[src/rtl/mips_ctrl_pkg.sv]
// mips_ctrl_pkg: control-bundle widths, bit positions and types shared by the control unit and pipeline registers
package mips_ctrl_pkg;
   localparam int EX_W = 3;
   localparam int M_W  = 3;
   localparam int WB_W = 2;
   localparam int EX_REGDST   = 2;
   localparam int EX_ALUOP    = 1;
   localparam int EX_ALUSRC   = 0;
   localparam int M_BRANCH    = 2;
   localparam int M_MEMREAD   = 1;
   localparam int M_MEMWRITE  = 0;
   localparam int WB_REGWRITE = 1;
   localparam int WB_MEMTOREG = 0;
   localparam int CTRL_W = EX_W + M_W + WB_W;
   typedef struct packed {
      logic [EX_W-1:0] ex;
      logic [M_W-1:0]  m;
      logic [WB_W-1:0] wb;
   } ctrl_t;
   // True when a control bundle can change architectural state (memory or register file).
   function automatic logic writes_state(ctrl_t c);
      return c.m[M_MEMWRITE] | c.wb[WB_REGWRITE];
   endfunction
endpackage

[src/rtl/id_ex_stage_reg_if.sv]
// id_ex_stage_reg_if: decode-side inputs and execute-side outputs of the ID/EX register
interface id_ex_stage_reg_if #(
   parameter int DATA_W = 32,
   parameter int REG_AW = 5,
   parameter int CNT_W  = 16
);
   import mips_ctrl_pkg::*;
   logic              stall_i, flush_i, valid_i;
   logic [EX_W-1:0]   ex_i, ex_o;
   logic [M_W-1:0]    m_i, m_o;
   logic [WB_W-1:0]   wb_i, wb_o;
   logic [5:0]        funct_i, funct_o;
   logic [DATA_W-1:0] pc4_i, rd1_i, rd2_i, imm_i;
   logic [DATA_W-1:0] pc4_o, rd1_o, rd2_o, imm_o;
   logic [REG_AW-1:0] rs_i, rt_i, rd_i, rs_o, rt_o, rd_o;
   logic              valid_o;
   logic [CNT_W-1:0]  bubble_cnt_o;
   modport master (
      output stall_i, flush_i, valid_i, ex_i, m_i, wb_i, funct_i,
             pc4_i, rd1_i, rd2_i, imm_i, rs_i, rt_i, rd_i,
      input  valid_o, ex_o, m_o, wb_o, funct_o, pc4_o, rd1_o, rd2_o,
             imm_o, rs_o, rt_o, rd_o, bubble_cnt_o
   );
   modport slave (
      input  stall_i, flush_i, valid_i, ex_i, m_i, wb_i, funct_i,
             pc4_i, rd1_i, rd2_i, imm_i, rs_i, rt_i, rd_i,
      output valid_o, ex_o, m_o, wb_o, funct_o, pc4_o, rd1_o, rd2_o,
             imm_o, rs_o, rt_o, rd_o, bubble_cnt_o
   );
endinterface

[src/rtl/id_ex_stage_reg_field.sv]
// pipe_field_reg: field-group register with async reset, hold and a synchronous clear that beats hold
module pipe_field_reg #(
   parameter int W = 8
) (
   input  logic         clk,
   input  logic         rst,
   input  logic         hold,
   input  logic         clr,
   input  logic [W-1:0] d,
   output logic [W-1:0] q
);
   logic [W-1:0] val_d, val_q;
   // Clear inserts zeros even while held, otherwise hold or capture.
   always_comb val_d = clr ? '0 : hold ? val_q : d;
   // State register, cleared asynchronously.
   always_ff @(posedge clk or posedge rst)
      if (rst) val_q <= '0;
      else     val_q <= val_d;
   assign q = val_q;
endmodule

[src/rtl/id_ex_stage_reg.sv]
// id_ex_stage_reg: ID/EX pipeline register with stall, flush and a saturating bubble counter
module id_ex_stage_reg
   import mips_ctrl_pkg::*;
#(
   parameter int DATA_W = 32,
   parameter int REG_AW = 5,
   parameter int CNT_W  = 16
) (
   input logic               clk,
   input logic               rst,
   id_ex_stage_reg_if.slave  bus
);
   localparam int CF_W = 1 + CTRL_W;
   localparam int DF_W = 6 + 4 * DATA_W;
   localparam int SF_W = 3 * REG_AW;
   logic             bubble;
   logic [CNT_W-1:0] cnt_d, cnt_q;
   logic [CF_W-1:0]  ctrl_q;
   logic [DF_W-1:0]  data_q;
   logic [SF_W-1:0]  spec_q;
   ctrl_t            ctrl_in;
   // A bubble enters on flush, or on an unstalled edge with no real instruction; the counter saturates.
   always_comb begin
      bubble  = bus.flush_i | (~bus.stall_i & ~bus.valid_i);
      ctrl_in = '{ex: bus.ex_i, m: bus.m_i, wb: bus.wb_i};
      cnt_d   = (bubble && !(&cnt_q)) ? cnt_q + 1'b1 : cnt_q;
   end
   // Bubble counter register.
   always_ff @(posedge clk or posedge rst)
      if (rst) cnt_q <= '0;
      else     cnt_q <= cnt_d;
   pipe_field_reg #(.W(CF_W)) u_ctrl (
      .clk(clk), .rst(rst), .hold(bus.stall_i), .clr(bubble),
      .d({1'b1, ctrl_in}), .q(ctrl_q)
   );
   pipe_field_reg #(.W(DF_W)) u_data (
      .clk(clk), .rst(rst), .hold(bus.stall_i), .clr(bubble),
      .d({bus.funct_i, bus.pc4_i, bus.rd1_i, bus.rd2_i, bus.imm_i}), .q(data_q)
   );
   pipe_field_reg #(.W(SF_W)) u_spec (
      .clk(clk), .rst(rst), .hold(bus.stall_i), .clr(bubble),
      .d({bus.rs_i, bus.rt_i, bus.rd_i}), .q(spec_q)
   );
   assign {bus.valid_o, bus.ex_o, bus.m_o, bus.wb_o} = ctrl_q;
   assign {bus.funct_o, bus.pc4_o, bus.rd1_o, bus.rd2_o, bus.imm_o} = data_q;
   assign {bus.rs_o, bus.rt_o, bus.rd_o} = spec_q;
   assign bus.bubble_cnt_o = cnt_q;
endmodule

[src/flat_wrapper.sv]
// flat-port wrapper written by rule: the top's interface ports become plain ports
module id_ex_stage_reg_flat import mips_ctrl_pkg::*;
#(
   parameter int DATA_W = 32,
   parameter int REG_AW = 5,
   parameter int CNT_W  = 16
)
  (clk, rst, bus_stall_i, bus_flush_i, bus_valid_i, bus_ex_i, bus_m_i, bus_wb_i, bus_funct_i, bus_pc4_i, bus_rd1_i, bus_rd2_i, bus_imm_i, bus_rs_i, bus_rt_i, bus_rd_i, bus_valid_o, bus_ex_o, bus_m_o, bus_wb_o, bus_funct_o, bus_pc4_o, bus_rd1_o, bus_rd2_o, bus_imm_o, bus_rs_o, bus_rt_o, bus_rd_o, bus_bubble_cnt_o);
  id_ex_stage_reg_if #(.DATA_W(DATA_W), .REG_AW(REG_AW), .CNT_W(CNT_W)) bus_i ();
  input logic clk;
  input logic rst;
  input wire logic [$bits(bus_i.stall_i)-1:0] bus_stall_i;
  input wire logic [$bits(bus_i.flush_i)-1:0] bus_flush_i;
  input wire logic [$bits(bus_i.valid_i)-1:0] bus_valid_i;
  input wire logic [$bits(bus_i.ex_i)-1:0] bus_ex_i;
  input wire logic [$bits(bus_i.m_i)-1:0] bus_m_i;
  input wire logic [$bits(bus_i.wb_i)-1:0] bus_wb_i;
  input wire logic [$bits(bus_i.funct_i)-1:0] bus_funct_i;
  input wire logic [$bits(bus_i.pc4_i)-1:0] bus_pc4_i;
  input wire logic [$bits(bus_i.rd1_i)-1:0] bus_rd1_i;
  input wire logic [$bits(bus_i.rd2_i)-1:0] bus_rd2_i;
  input wire logic [$bits(bus_i.imm_i)-1:0] bus_imm_i;
  input wire logic [$bits(bus_i.rs_i)-1:0] bus_rs_i;
  input wire logic [$bits(bus_i.rt_i)-1:0] bus_rt_i;
  input wire logic [$bits(bus_i.rd_i)-1:0] bus_rd_i;
  output wire logic [$bits(bus_i.valid_o)-1:0] bus_valid_o;
  output wire logic [$bits(bus_i.ex_o)-1:0] bus_ex_o;
  output wire logic [$bits(bus_i.m_o)-1:0] bus_m_o;
  output wire logic [$bits(bus_i.wb_o)-1:0] bus_wb_o;
  output wire logic [$bits(bus_i.funct_o)-1:0] bus_funct_o;
  output wire logic [$bits(bus_i.pc4_o)-1:0] bus_pc4_o;
  output wire logic [$bits(bus_i.rd1_o)-1:0] bus_rd1_o;
  output wire logic [$bits(bus_i.rd2_o)-1:0] bus_rd2_o;
  output wire logic [$bits(bus_i.imm_o)-1:0] bus_imm_o;
  output wire logic [$bits(bus_i.rs_o)-1:0] bus_rs_o;
  output wire logic [$bits(bus_i.rt_o)-1:0] bus_rt_o;
  output wire logic [$bits(bus_i.rd_o)-1:0] bus_rd_o;
  output wire logic [$bits(bus_i.bubble_cnt_o)-1:0] bus_bubble_cnt_o;
  assign bus_i.stall_i = bus_stall_i;
  assign bus_i.flush_i = bus_flush_i;
  assign bus_i.valid_i = bus_valid_i;
  assign bus_i.ex_i = bus_ex_i;
  assign bus_i.m_i = bus_m_i;
  assign bus_i.wb_i = bus_wb_i;
  assign bus_i.funct_i = bus_funct_i;
  assign bus_i.pc4_i = bus_pc4_i;
  assign bus_i.rd1_i = bus_rd1_i;
  assign bus_i.rd2_i = bus_rd2_i;
  assign bus_i.imm_i = bus_imm_i;
  assign bus_i.rs_i = bus_rs_i;
  assign bus_i.rt_i = bus_rt_i;
  assign bus_i.rd_i = bus_rd_i;
  assign bus_valid_o = bus_i.valid_o;
  assign bus_ex_o = bus_i.ex_o;
  assign bus_m_o = bus_i.m_o;
  assign bus_wb_o = bus_i.wb_o;
  assign bus_funct_o = bus_i.funct_o;
  assign bus_pc4_o = bus_i.pc4_o;
  assign bus_rd1_o = bus_i.rd1_o;
  assign bus_rd2_o = bus_i.rd2_o;
  assign bus_imm_o = bus_i.imm_o;
  assign bus_rs_o = bus_i.rs_o;
  assign bus_rt_o = bus_i.rt_o;
  assign bus_rd_o = bus_i.rd_o;
  assign bus_bubble_cnt_o = bus_i.bubble_cnt_o;
  id_ex_stage_reg #(.DATA_W(DATA_W), .REG_AW(REG_AW), .CNT_W(CNT_W)) u_core (.clk(clk), .rst(rst), .bus(bus_i));
endmodule
[config.mk]
export PLATFORM = sky130hd
export DESIGN_NAME = id_ex_stage_reg_flat
export DESIGN_NICKNAME = d
export VERILOG_FILES = /design/src/rtl/mips_ctrl_pkg.sv /design/src/rtl/id_ex_stage_reg_if.sv /design/src/rtl/id_ex_stage_reg_field.sv /design/src/rtl/id_ex_stage_reg.sv /design/src/flat_wrapper.sv
export SDC_FILE = /design/constraint.sdc
export NUM_CORES = 1
export LEC_CHECK = 0
export CELL_PAD_IN_SITES_DETAIL_PLACEMENT = 1
export CELL_PAD_IN_SITES_GLOBAL_PLACEMENT = 2
export CORE_MARGIN = 4
export CORE_UTILIZATION = 25
export DETAILED_ROUTE_END_ITERATION = 8
export GPL_ROUTABILITY_DRIVEN = 1
export PLACE_DENSITY = 0.87
export SETUP_SLACK_MARGIN = 0.02
export SLEW_MARGIN = 10
export SYNTH_ARGS = -nofsm -noshare
export SYNTH_HDL_FRONTEND = slang
export SYNTH_SLANG_ARGS = --single-unit
[constraint.sdc]
create_clock -name clk -period 8.05 [get_ports clk]
set_input_delay 2.415 -clock clk [delete_from_list [all_inputs] [get_ports clk]]
set_output_delay 2.415 -clock clk [all_outputs]
set_load 0.01 [all_outputs]
==> qor.yml, run 1 <==
synth_area_leaders: "dfrtp_1, mux2i_1, nor2_1"
dp_hpwl_mm: 17.0
drt-initial-drc-count: 216
synth_seq_cells: 174
fmax_mhz: 244
grt_pass1_vias: 6101
p_comb_share_pct: 17.8
clkPwrFrac_pct: 38.3
cts_num_sinks: 174
post_cts_buffers: 0
antenna_cells: 0
overflow: 0
synth_edf_count: 0
hold_violations: 0
yosysTopAreaCell: "dfrtp_1"
antenna_found_initial: 0
die_w_um: 176
grt_pass1_wl_mm: 36.7
max-clock-path-buffers: 2
period_minus_slack_ps: 4090
gp_congestion: 0.711
fin_skew_ps: 7.85
port_buffers: 335
crit_arrival_ps: 4360
cts-buffers-inserted: 17
fin_nets: 1070
die_y_um: 176
synth.avg_cell_area_um2: 12.2
p_leak_uw: 0.00524
p_sw_share_pct: 27.0
wl_per_cell_um: 18.2
syn_inst: 583
setup_viol: 0
synth_seq_area_share_pct: 61.4
seq_power_share_pct: 43.9
critPathLaunchType: "input pin"
total_power_uw: 2230
drt.antenna.violating_nets: 0
irDropWorstVdd_mv: 0.128
synth.yosys.warnings: 0
hold_depth: 1
pin_count: 336
htree_levels: 4
cts.repair.resized: 0
clk_latency_ps: 420
dr.pass1.iters: 4
wl_mm: 23.6
switching_power_uw: 603
status: "completed"
synth_top_area_share_pct: 61.4
core-area_um2: 27900
dr_total_vias: 5652
fin_tns_setup_ps: 0
globalRouteMet3Util_pct: 6.40
p_per_area_nw_per_um2: 196
hold_class: "register to register"
worst_pin_slew_ps: 1080
ys_types: 31
area_delta_synth_final_pct: 60.9
crit_required_ps: 8310
slew_violations: 0
final_area_um2: 11400
drive_above_1_share_pct: 4.89
use_met2_pct: 24.1
async_flop_share_pct: 100
drv_cap: 0
cts_tree: "done"
end_kind: "register"
crit_type: "input pin to register"
grt_usage_pct: 14.9
fin_util_pct: 41.0
rows: 61
rsz0062_at_grt: "false"
cp_max_fo: 61
placed_area_um2: 10800
synthFlopType: "dfrtp_1"
synth_fp_nets: 746
vias_per_cell: 4.35
synth_common_cells: "dfrtp_1, nor2_1, mux2i_1"
period_share_pct: 50.9
relSlewSlack_pct: 28.2
synth.most_common_cell: "dfrtp_1"
p_int_uw: 1630
reg2reg_depth: 4
die_area_um2: 31100
top_usage_layer: "met2"
holdWs_ps: 499
grtUsageMet1_pct: 18.5
path_clk_slew_ps: 70
cts-root-buf: "clkbuf_16"
syn-cell-area_um2: 7090
initial_core_util_pct: 25.5
drc: 0
hold_buffers: 0
grt_max_degree: 94
==> metal layers <==
layer | wire length (µm) | part of all wire [%]
met2 | 11000 | 47
met5 | 0 | 0
met3 | 2530 | 11
met1 | 9810 | 42
met4 | 255 | 1.1
==> worst max-delay path, cell delays in order <==
cell,delay (ps)
clkbuf_8,530
buf_4,920
mux2i_1,300
nor2_1,60
==> through the flow <==
step | setup WS [ps] | cells
global route | 3820 | 1298
detailed placement | 3520 | 1266
floorplan | 918 | 583
CTS | 3970 | 1298
finish | 3960 | 1298
global placement | 3580 | 1266
==> layout make-up <==
| type | instances | area, µm² |
|---|---|---|
| timing repair buffer | 341 | 3400 |
| multi-input combinational | 371 | 2580 |
| sequential | 174 | 4350 |
| clock inverter | 12 | 149 |
| clock buffer | 20 | 447 |
| fill | 3012 | 16400 |
| inverter | 2 | 12.5 |
| tap | 378 | 473 |
==> layout by cell type (no fill, tap or decap), types with 3 or more instances in the layout <==
cell / netlist / layout
nand4_1: 7 / 7
nor3_1: 5 / 5
nand3_1: 4 / 4
xor2_1: 12 / 12
nor2_1: 161 / 161
mux2i_1: 157 / 157
clkinv_4: 0 / 4
nor4_1: 3 / 3
buf_4: 0 / 6
clkdlybuf4s50_1: 0 / 334
dfrtp_1: 174 / 174
nand2_1: 3 / 3
inv_6: 0 / 5
clkbuf_16: 0 / 17
==> state kept, by name (all words and copies together), names as in the netlist <==
register / count
u_core.bus.bubble_cnt_o: 16
u_core.u_data.q: 134
u_core.u_spec.q: 15
u_core.u_ctrl.q: 9
==> cell families (layout without fill, tap and decap cells) <==
logic type / Yosys count / count (layout) / synth area share [%]
flip-flops: 174 / 174 / 61.4
multiplexers: 158 / 158 / 22.3
AO/OA/AOI/OAI: 9 / 9 / 0.988
adder cells (fa/ha/maj): 1 / 1 / 0.176
XOR/XNOR: 13 / 13 / 1.61
AND/OR/NAND/NOR: 190 / 190 / 11.2
buffers and inverters: 38 / 375 / 2.36
==> path summary, 6_finish.rpt <==
check	from	end	slack, ps
worst max-delay path	bus_stall_i	u_core.u_data.q[128]$_DFFE_PP0P_	3960
worst min-delay path	u_core.bus.bubble_cnt_o[15]$_DFFE_PP0P_	u_core.bus.bubble_cnt_o[15]$_DFFE_PP0P_	500
worst max register to register	u_core.bus.bubble_cnt_o[7]$_DFFE_PP0P_	u_core.bus.bubble_cnt_o[1]$_DFFE_PP0P_	6140
worst min register to register	u_core.bus.bubble_cnt_o[15]$_DFFE_PP0P_	u_core.bus.bubble_cnt_o[15]$_DFFE_PP0P_	500
max in group asynchronous	rst	u_core.u_data.q[26]$_DFFE_PP0P_	4120
min in group asynchronous	rst	u_core.u_data.q[122]$_DFFE_PP0P_	2560
==> power by group through the flow <==
| stage | Sequential (µW) | Combinational [µW] | Clock [µW] |
|---|---|---|---|
| finish | 981 | 397 | 856 |
| global route | 991 | 433 | 926 |
| CTS | 982 | 406 | 891 |
| detailed placement | 998 | 404 | 0 |
| global placement | 996 | 397 | 0 |
| floorplan | 1010 | 138 | 0 |
No activity file was read; power rests on OpenSTA's default activity.
==> inputs of run 2 (changes only) <==
- clock period: 8.05 -> 4 ns (I/O delays scaled with it)
==> run 2 against run 1 <==
Effect of this change:
- clock-buffer cell count shrank 1
- worst setup slack lost 2700 ps
- utilization grew 0.41 points
- register-to-register slack lost 4100 ps
- critical path type is now register to primary output
- critical endpoint is now bus_bubble_cnt_o[7]
==> qor.yml, run 2 (synthesis gave the netlist of run 1 again) <==
drt.antenna.violating_nets: 0
area_delta_synth_final_pct: 62.6
crit_type: "register to primary output"
path_cells: "clkdlybuf4s50_1"
htree_levels: 4
fmax_mhz: 358
wl_mm: 23.7
crit_buf_inv: 1
vias_per_cell: 4.34
die_w_um: 176
period_minus_slack_ps: 2790
grt_usage_pct: 14.9
wl_per_cell_um: 18.1
fin_tns_setup_ps: 0
multi_input_area_um2: 2580
worst_pin_slew_ps: 913
hold_buffers: 0
gp_congestion: 0.746
hold_violations: 0
p_comb_share_pct: 18.3
max-clock-path-buffers: 2
dp_hpwl_mm: 17.6
clkPwrFrac_pct: 37.4
period_share_pct: 69.8
reg2reg_depth: 4
pin_count: 336
fin_util_pct: 41.4
p_int_uw: 3200
irDropWorstVdd_mv: 0.210
cp_top_family: "buffers and inverters"
fin_skew_ps: 11.7
drc: 0
p_leak_uw: 0.00530
antenna_found_initial: 1
p_per_area_nw_per_um2: 386
r2r_end: "u_core.bus.bubble_cnt_o[1]$_DFFE_PP0P_"
switching_power_uw: 1250
critPathLaunchType: "register"
cts_num_sinks: 174
p_sw_share_pct: 28.1
crit_required_ps: 2800
die_area_um2: 31100
core-area_um2: 27900
seq_power_share_pct: 44.3
cts-root-buf: "clkbuf_16"
rrSetupSlack_ps: 2040
cts.repair.resized: 0
end_kind: "primary output"
fill_cells: 3011
initial_core_util_pct: 25.5
crit_arrival_ps: 1590
seqCellArea_um2: 4350
clk_latency_ps: 420
hold_depth: 1
rows: 61
grt_pass1_vias: 6160
cts-buffers-inserted: 17
dr_total_vias: 5664
post_cts_buffers: 0
drt-initial-drc-count: 256
cp_max_fo: 9
slew_violations: 0
drv_cap: 0
worst_path_max_delay_cell: "clkdlybuf4s50_1"
antenna_cells: 0
final_cell_mix: "clkdlybuf4s50_1, dfrtp_1, nor2_1, mux2i_1, clkbuf_16"
port_buffers: 335
die_y_um: 176
relSlewSlack_pct: 39.0
final_common_cell: "clkdlybuf4s50_1"
cts_tree: "done"
rsz0062_at_grt: "false"
total_power_uw: 4450
status: "completed"
cpPeakStageDelay_ps: 620
drive_above_1_share_pct: 5.93
r2r_start: "u_core.bus.bubble_cnt_o[7]$_DFFE_PP0P_"
overflow: 0
grt_max_degree: 94
fin_nets: 1078
hold_class: "register to register"
grt_pass1_wl_mm: 36.5
hp-start: "u_core.bus.bubble_cnt_o[15]$_DFFE_PP0P_"
dr.pass1.iters: 4
path_clk_slew_ps: 70
largest_register_ffs: 134
min_to: "u_core.bus.bubble_cnt_o[15]$_DFFE_PP0P_"
setup_viol: 0
## run 2: final cells by class
type                       instances  share of cell area [%]
clock buffer                      19                    3.93
clock inverter                    13                    1.07
inverter                           2                  0.0977
multi-input combinational        371                    22.4
sequential                       174                    37.8
tap                              378                    4.10
timing repair buffer             349                    30.7
## run 2: how the worst max path moves through the flow
| stage | startpoint | to | slack, ps | cells past startpoint |
|---|---|---|---|---|
| global placement | bus_valid_i | u_core.bus.bubble_cnt_o[14]$_DFFE_PP0P_ | 1060 | 5 |
| global route | u_core.bus.bubble_cnt_o[7]$_DFFE_PP0P_ | bus_bubble_cnt_o[7] | 1140 | 1 |
| detailed placement | bus_valid_i | u_core.bus.bubble_cnt_o[14]$_DFFE_PP0P_ | 1070 | 5 |
| CTS | u_core.bus.bubble_cnt_o[7]$_DFFE_PP0P_ | bus_bubble_cnt_o[7] | 1180 | 1 |
| floorplan | rst | u_core.bus.bubble_cnt_o[0]$_DFFE_PP0P_ | 580 | 1 |
| finish | u_core.bus.bubble_cnt_o[7]$_DFFE_PP0P_ | bus_bubble_cnt_o[7] | 1210 | 1 |
## run 2: power by group through the flow
stage | clock network (µW) | registers, µW | logic, µW
after floorplan | 0 | 2040 | 277
after global placement | 0 | 2000 | 818
after detailed placement | 0 | 2010 | 830
after CTS | 1730 | 1980 | 833
after global routing | 1800 | 1990 | 887
final | 1660 | 1970 | 815
## run 2: per-stage QoR
stage / instance area (µm²) / worst slack [ps] / instances / hold WS [ps]
final: 11500 / 1210 / 1306 / 486
after global routing: 11500 / 1140 / 1306 / 534
after CTS: 11500 / 1180 / 1306 / 496
after detailed placement: 11000 / 1070 / 1274 / 486
after global placement: 11000 / 1060 / 1274 / 487
after floorplan: 7100 / 575 / 583 / 521
## run 2: per-layer routing
layer | vias up | wire (µm) | part of all wire (%) | global-route usage (%)
met5 | - | 13 | 0.055 | 0
met4 | 2 | 294 | 1.2 | 3.42
met3 | 17 | 2720 | 11 | 7.17
met2 | 233 | 11400 | 48 | 24.7
met1 | 2783 | 9320 | 39 | 17.6
li1 | 2629 | - | - | -
==> inputs of run 3 (changes only) <==
- CORE_UTILIZATION: 25 -> 22
- PLACE_DENSITY: 0.87 -> 0.81
- clock period: 4 -> 2.28 ns (I/O delays scaled with it)
==> run 3 against run 2 <==
Effect of this change:
- die area increased by 13%
- utilization decreased by 4.5 points
- hold slack improved by 26 ps
- final cell count increased by 2.8%
- clock-buffer cell count increased by 1
- non-clock buffer count increased by 12
- via count increased by 0.81%
- register-to-register slack got worse by 1600 ps
- largest power group unchanged
==> qor.yml, run 3 (synthesis gave the netlist of run 1 again) <==
cts_tree: "done"
status: "completed"
wl_per_cell_um: 17.6
path_clk_slew_ps: 70
grt_pass1_vias: 6319
hold_buffers: 0
cp-startpoint: "u_core.bus.bubble_cnt_o[3]$_DFFE_PP0P_"
rows: 65
end_kind: "primary output"
hold_violations: 0
critPathLaunchType: "register"
pin_count: 336
overflow: 0
rrSetupSlack_ps: 430
crit_buf_inv: 1
fin_cells: 1342
dr.pass1.iters: 4
antenna_found_initial: 1
area_delta_synth_final_pct: 65.0
final_cell_mix: "clkdlybuf4s50_1, dfrtp_1, nor2_1, mux2i_1, buf_4"
drt.antenna.violating_nets: 0
dr_total_vias: 5710
fin_skew_ps: 4.76
cts-root-buf: "clkbuf_16"
dp_hpwl_mm: 17.1
worst_path_max_delay_cell: "clkdlybuf4s50_1"
crit_type: "register to primary output"
core-area_um2: 31700
rsz0062_at_grt: "false"
grt_pass1_wl_mm: 37.6
grt_usage_pct: 13.5
setup_viol: 0
cpPeakStageDelay_ps: 580
fill_cells: 3471
htree_levels: 4
clk_latency_ps: 430
placed_cells: 1307
gp_congestion: 0.738
crit_arrival_ps: 1490
final_common_cell: "clkdlybuf4s50_1"
holdWs_ps: 512
r2r_start: "u_core.bus.bubble_cnt_o[0]$_DFFE_PP0P_"
initial_core_util_pct: 22.4
drv_cap: 0
drc: 0
port_buffers: 335
die_w_um: 188
fin_nets: 1090
multi_input_area_um2: 2580
largest_register_ffs: 134
worst_pin_slew_ps: 720
hp-start: "u_core.bus.bubble_cnt_o[15]$_DFFE_PP0P_"
irDropWorstVdd_mv: 0.460
total_power_uw: 7960
max-clock-path-buffers: 2
relSlewSlack_pct: 52.0
period_share_pct: 95.2
fmax_mhz: 461
drive_above_1_share_pct: 7.66
seqCellArea_um2: 4360
drt-initial-drc-count: 172
die_y_um: 188
hold_class: "register to register"
cp_max_fo: 5
p_per_area_nw_per_um2: 680
cts-buffers-inserted: 17
wl_mm: 23.6
cp_top_family: "buffers and inverters"
die_area_um2: 35200
path_cells: "clkdlybuf4s50_1"
cts_num_sinks: 174
period_minus_slack_ps: 2170
slew_violations: 0
vias_per_cell: 4.25
grt_max_degree: 87
p_leak_uw: 0.00537
crit_required_ps: 1600
antenna_cells: 0
-- run 3: report_power, final --
part           internal, µW  leakage [µW]  switching [µW]
clock                  1710      0.000297            1320
combinational           847       0.00275             608
sequential             3290       0.00233             186
total                  5850       0.00537            2110
-- run 3: path summary, 6_finish.rpt --
check,endpoint,depth (start not counted)
worst min register to register,u_core.bus.bubble_cnt_o[15]$_DFFE_PP0P_,1
worst min-delay path,u_core.bus.bubble_cnt_o[15]$_DFFE_PP0P_,1
min in group asynchronous,u_core.u_data.q[126]$_DFFE_PP0P_,2
worst max register to register,u_core.bus.bubble_cnt_o[1]$_DFFE_PP0P_,5
worst max-delay path,bus_bubble_cnt_o[3],1
max in group asynchronous,u_core.u_data.q[52]$_DFFE_PP0P_,3
-- run 3: per-stage QoR --
stage               TNS [ps]  instance area (µm²)  utilization, %  setup slack [ps]
floorplan            -109390                 7100               -              -629
global placement       -44.0                11100            34.9             -44.0
detailed placement     -64.1                11100            34.9             -56.5
CTS                        0                11700            36.8              34.1
global route               0                11700            36.9              31.5
finish                     0                11700            36.9               110
-- run 3: final cells by class --
cell class                 count  share of cell area, %
clock buffer                  20                   3.99
sequential                   174                   37.3
timing repair buffer         361                   31.2
multi-input combinational    371                   22.0
clock inverter                12                   1.12
inverter                       2                 0.0962
tap                          402                   4.30
-- run 3: metal layers --
metal	track usage (%)	part of all wire [%]	up-vias
met4	4.18	1.7	2
met2	22.1	47	220
li1	-	-	2645
met5	0	0.055	-
met1	16.1	42	2817
met3	5.75	8.5	26
-- run 3: what timing repair did --
action / CTS / global route
resized for setup: 2 / 3
setup buffers: 0 / 3
endpoints found under the setup margin: 2 / 4
hold endpoints to repair: 0 / 0
